==> src/rtl/hazard_controller.sv <==
// Pipeline sequencing controller: per-stage enables and bubble controls for
// load-use, EX-resolved branches and multi-cycle data-memory waits, plus a
// memory-timeout halt and two saturating performance counters.
module hazard_controller #(
  parameter int unsigned MEM_TIMEOUT = 16,
  parameter int unsigned CNT_W       = 32
) (
  input  logic             clk,
  input  logic             rst_n,
  input  logic [4:0]       rs1_id,
  input  logic [4:0]       rs2_id,
  input  logic             rs1_used_id,
  input  logic             rs2_used_id,
  input  logic [4:0]       rd_ex,
  input  logic             DMRd_ex,
  input  logic             NextPCsrc_ex,
  input  logic             dm_req_me,
  input  logic             dm_ready_me,
  output logic             pc_en,
  output logic             ifid_en,
  output logic             idex_en,
  output logic             exme_en,
  output logic             ifid_flush,
  output logic             idex_flush,
  output logic             mewb_flush,
  output logic             halted,
  output logic             mem_err,
  output logic [CNT_W-1:0] stall_cycles,
  output logic [15:0]      flush_count
);

  localparam int unsigned WaitW = $clog2(MEM_TIMEOUT + 1);

  typedef enum logic [1:0] {StRun, StMemWait, StHalt} state_e;

  state_e             state_q;
  logic [WaitW-1:0]   wait_cnt_q;
  logic               mem_err_q;
  logic               active_q;  // low until the first clk edge after reset release
  logic [CNT_W-1:0]   stall_q;
  logic [15:0]        flush_q;

  logic rs_match, load_use_hit;
  logic freeze, branch, load_use, live;

  assign rs_match     = (rs1_used_id && (rd_ex == rs1_id)) || (rs2_used_id && (rd_ex == rs2_id));
  assign load_use_hit = DMRd_ex && (rd_ex != 5'd0) && rs_match;
  assign live         = active_q && (state_q != StHalt);

  // Hazard classification in priority order: freeze > branch > load-use
  always_comb begin
    freeze = 1'b0;
    unique case (state_q)
      StRun:     freeze = active_q && dm_req_me && !dm_ready_me;
      StMemWait: freeze = !dm_ready_me;
      default:   freeze = 1'b0;
    endcase
    branch   = live && !freeze && NextPCsrc_ex;
    load_use = live && !freeze && !NextPCsrc_ex && load_use_hit;
  end

  // Mealy control outputs
  always_comb begin
    pc_en      = live;
    ifid_en    = live;
    idex_en    = live;
    exme_en    = live;
    ifid_flush = 1'b0;
    idex_flush = 1'b0;
    mewb_flush = 1'b0;
    if (freeze) begin
      pc_en      = 1'b0;
      ifid_en    = 1'b0;
      idex_en    = 1'b0;
      exme_en    = 1'b0;
      mewb_flush = 1'b1;
    end else if (branch) begin
      ifid_flush = 1'b1;
      idex_flush = 1'b1;
    end else if (load_use) begin
      pc_en      = 1'b0;
      ifid_en    = 1'b0;
      idex_flush = 1'b1;
    end
  end

  assign halted       = (state_q == StHalt);
  assign mem_err      = mem_err_q;
  assign stall_cycles = stall_q;
  assign flush_count  = flush_q;

  // Memory-wait FSM with timeout into a permanent halt
  always_ff @(posedge clk or negedge rst_n) begin
    if (!rst_n) begin
      state_q    <= StRun;
      wait_cnt_q <= '0;
      mem_err_q  <= 1'b0;
      active_q   <= 1'b0;
    end else begin
      active_q <= 1'b1;
      unique case (state_q)
        StRun: begin
          if (freeze) begin
            state_q    <= StMemWait;
            wait_cnt_q <= WaitW'(1);
          end
        end
        StMemWait: begin
          if (dm_ready_me) begin
            state_q    <= StRun;
            wait_cnt_q <= '0;
          end else if (wait_cnt_q + WaitW'(1) == WaitW'(MEM_TIMEOUT)) begin
            state_q   <= StHalt;
            mem_err_q <= 1'b1;
          end else begin
            wait_cnt_q <= wait_cnt_q + WaitW'(1);
          end
        end
        StHalt: state_q <= StHalt;
        default: begin
          state_q    <= StRun;
          wait_cnt_q <= '0;
        end
      endcase
    end
  end

  // Saturating stall-cycle and branch-flush counters; HALT cycles are not stalls
  always_ff @(posedge clk or negedge rst_n) begin
    if (!rst_n) begin
      stall_q <= '0;
      flush_q <= '0;
    end else begin
      if (live && !pc_en && (stall_q != '1)) begin
        stall_q <= stall_q + CNT_W'(1);
      end
      if (branch && (flush_q != 16'hFFFF)) begin
        flush_q <= flush_q + 16'd1;
      end
    end
  end

endmodule
==> config.mk <==
export PLATFORM = sky130hd
export DESIGN_NAME = hazard_controller
export DESIGN_NICKNAME = d
export VERILOG_FILES = /design/src/rtl/hazard_controller.sv
export SDC_FILE = /design/constraint.sdc
export NUM_CORES = 1
export LEC_CHECK = 0
export ABC_AREA = 1
export BUFFER_PORTS_ARGS = -buffer_cell sky130_fd_sc_hd__buf_2
export CORE_MARGIN = 2
export CORE_UTILIZATION = 60
export DETAILED_ROUTE_END_ITERATION = 12
export PLACE_DENSITY = 0.86
export SLEW_MARGIN = 20
export SYNTH_ARGS = -nofsm -noshare
export SYNTH_HDL_FRONTEND = slang
export SYNTH_SLANG_ARGS = --single-unit
==> constraint.sdc <==
create_clock -name clk -period 2.6 [get_ports clk]
set_input_delay 0.26 -clock clk [delete_from_list [all_inputs] [get_ports clk]]
set_output_delay 0.26 -clock clk [all_outputs]
set_load 0.05 [all_outputs]
==> metrics.md <==
| Metric | Value |
|---|---|
| Main combinational cell family by area after synthesis | `simple AND/OR/NAND/NOR gates` |
| Commonest cells after routing, fill and taps aside | `nand2_1, buf_2, nor2_1` |
| Post-route insts no fill | `~740` |
| Initial antenna violation count | `0` |
| Worst hold path class | `primary input to async pin` |
| Post-synthesis simple-gate area fraction | `0.444` |
| Drt via density | `5.46` |
| Effective utilization at floorplan | `0.618` |
| Post-Syn Nets | `600` |
| Total number of vias | `approximately 4k` |
| Worst Tran Pin Value | `roughly 0.7 ns` |
| Worst clock skew | `0.00964 ns` |
| Die width | `84.7 um` |
| LEAKAGE | `2.49 nW` |
| RSZ-0062 raised after global routing | `false` |
| Post-synthesis adder-cell area fraction | `0.0128` |
| Post-CTS Hold Buffers | `0` |
| Run status | `finished, final reports clean` |
| Fmax | `0.432 GHz` |
| Global Route Usage Sum | `0.286` |
| Startpoint types | `flip-flop` |
| CP peak stage delay | `0.40 ns` |
| Synthesized instance count | `573` |
| Compound-gate portion of the synthesized area | `0.0276` |
| DRT Pass-1 Iters | `5` |
| # H-tree levels | `3` |
| Final setup fails | `0` |
| Die area | `0.00717 mm2` |
| Routed Antenna Nets | `0` |
| CTS Buf Count | `9` |
| Sequential fraction of the synthesis area | `0.365` |
| Clk_lat worst skew | `0.34 ns` |
| Setup crit end kind | `primary output` |
| Vias in the first global route | `3802` |
| Routability cong. | `between 0.9 and 1` |
| Area Overhead vs Synth | `16.9%` |
| Netlist cell types | `32` |
| DRC violations left | `0` |
| Grt ovf | `0` |
| Setup slack, reg-to-reg | `0.34 ns` |
| Site Rows | `29` |
| WHS | `0.0441 ns` |
| Top Ports | `80` |
| Clk sinks | `57` |
| Max-slew violations | `0` |
| Core Area | `approximately 0.0063 mm2` |
| Worst endpoint required time | `2.34 ns` |
| Post-synthesis mux area share | `0` |
| CP max-delay cell | `dfrtp_1` |
| Worst-path cell chain | `nor2_1, nand2_1, nand2_2, nor3_4, inv_2, nand2_2, buf_2` |
| Crit path time final | `approximately 2.3 ns` |
| Die Span Y | `84.7 um` |
| Netlist Area Pre-Place | `0.00390 mm2` |
| Crit path depth | `7` |
| RR Startpoint | `stall_cycles[0]$_DFFE_PN0P_` |
| Worst slack at placement | `0.225 ns` |
| Buffers on Ports | `between 70 and 80` |
| Placed insts | `718` |
| First DRT Iteration DRCs | `416` |
| Layout cells sized above 1 | `0.185` |
| WP data arrival | `2.06 ns` |
| Slew HR | `0.533` |
| Clock transition at path regs | `0.07 ns` |
| Worst IR Drop VDD | `just under 0.3 mV` |
| Worst r2r path cells | `11` |
| Max-cap violations | `0` |
| Final period util | `0.891` |
| Warnings, synthesis | `0` |
| Pwr Density | `about 410 mW/mm2` |
| Final wirelength | `10000 um` |
| CTS tree | `built` |
| Largest net degree at the start of global routing | `58` |
| Final hold vios | `0` |
| WP buf/inv | `2` |
| Clock tree buffer depth | `2` |
| Syn_area_per_cell | `around 6.8 um2` |
| Xor/xnor cell area share of the yosys netlist | `0.0718` |
| Post-synthesis register bit count | `57` |
| Ant diodes | `0` |
| Most common cell after layout, fill and taps aside | `nand2_1` |
| Crit path max fanout | `25` |
| Wire length per cell | `13.6 um` |
| Setup WS post-layout | `approximately 0.28 ns` |
| CP Class | `flip-flop to primary output` |
| CP most frequent cell | `nand2_2` |
| RR Endpoint | `stall_cycles[9]$_DFFE_PN0P_` |
| Layout Nets | `680` |
| CTS root buf | `clkbuf_8` |
| Total Neg Setup Slack | `0 ns` |
| CP delay by family, top | `simple AND/OR/NAND/NOR gates` |
| Detail Placement HPWL | `7130 um` |
| First-pass GRT wire length | `16700 um` |
## metrics by stage
step                power (mW)  utilization  area (um2)
floorplan                0.931            -        3910
global placement         0.971        0.686        4330
detailed placement       0.973        0.686        4330
CTS                       1.89        0.721        4550
global route              1.93        0.723        4560
finish                    1.89        0.723        4560
## state kept, by name (all words and copies together), names as in the netlist
name / count
mem_err: 1
stall_cycles: 32
wait_cnt_q: 5
state_q: 2
flush_count: 16
active_q: 1
## area by class of cell
cell class	instances	area [um2]
clock buffer	11	141
inverter	52	200
tap	77	96.3
multi-input combinational	450	2190
fill	544	1750
clock inverter	5	78.8
sequential	57	1430
timing repair buffer	83	425
## where the power goes
group	total, mW	switching (mW)	internal, mW
sequential	0.890	0.00175	0.888
clock	0.930	0.366	0.564
combinational	0.0650	0.0422	0.0228
total	1.89	0.410	1.48
## routing by layer
layer / vias up / GRT usage / part of all wire
met5: - / 0 / 0
met4: 0 / 0.137 / 0.035
met3: 32 / 0.0413 / 0.065
met2: 172 / 0.499 / 0.49
met1: 1839 / 0.345 / 0.41
li1: 1969 / - / -
## cell usage after synthesis (all sizes together)
| cell | n | area share |
|---|---|---|
| or2 | 1 | 0.0016 |
| nand3b | 16 | 0.031 |
| xnor2 | 10 | 0.022 |
| a21oi | 2 | 0.0026 |
| nor4 | 1 | 0.0016 |
| o21ai | 14 | 0.021 |
| nand4 | 37 | 0.059 |
| nand3 | 17 | 0.025 |
| buf | 15 | 0.027 |
| a21boi | 1 | 0.0019 |
| dfrtp | 57 | 0.37 |
| ha | 4 | 0.013 |
| conb | 1 | 0.00096 |
| nand2 | 239 | 0.23 |
| xor2 | 22 | 0.049 |
| o2bb2ai | 1 | 0.0022 |
| nor3 | 5 | 0.012 |
| nor2 | 78 | 0.079 |
| inv | 52 | 0.051 |
## worst register-to-register path, cell delays in order (launching register included)
cell and delay (ns):
dfrtp_1 0.44, ha_1 0.29, inv_2 0.11, nor2_4 0.06
nand2_2 0.11, nor2_1 0.05, nand4_1 0.06, nand2_1 0.09
inv_4 0.30, nand3_2 0.44, nand2_1 0.16, nand2_1 0.06
## cell families (layout without fill, tap and decap cells)
kind of cell	after synthesis	after routing
xor+xnor	32	32
flops	57	57
simple gates	394	395
fa+ha+maj	4	4
buf+inv	67	151
other cells	1	1
compound gates	18	18
## how the worst max path moves through the flow
stage / start / slack, ns / to
global route: state_q[1]$_DFFE_PN0P_ / 0.18 / ifid_en
detailed placement: stall_cycles[0]$_DFFE_PN0P_ / 0.23 / stall_cycles[24]$_DFFE_PN0P_
floorplan: state_q[0]$_DFFE_PN0P_ / 0.04 / pc_en
CTS: stall_cycles[0]$_DFFE_PN0P_ / 0.21 / stall_cycles[24]$_DFFE_PN0P_
finish: state_q[1]$_DFFE_PN0P_ / 0.28 / pc_en
global placement: stall_cycles[0]$_DFFE_PN0P_ / 0.35 / stall_cycles[30]$_DFFE_PN0P_
## repair_timing
| action | CTS | global route |
|---|---|---|
| buffers inserted | 0 | 0 |
| setup endpoints to repair | 0 | 6 |
| resized for setup | 0 | 2 |
(Power assumes the default switching activity.)
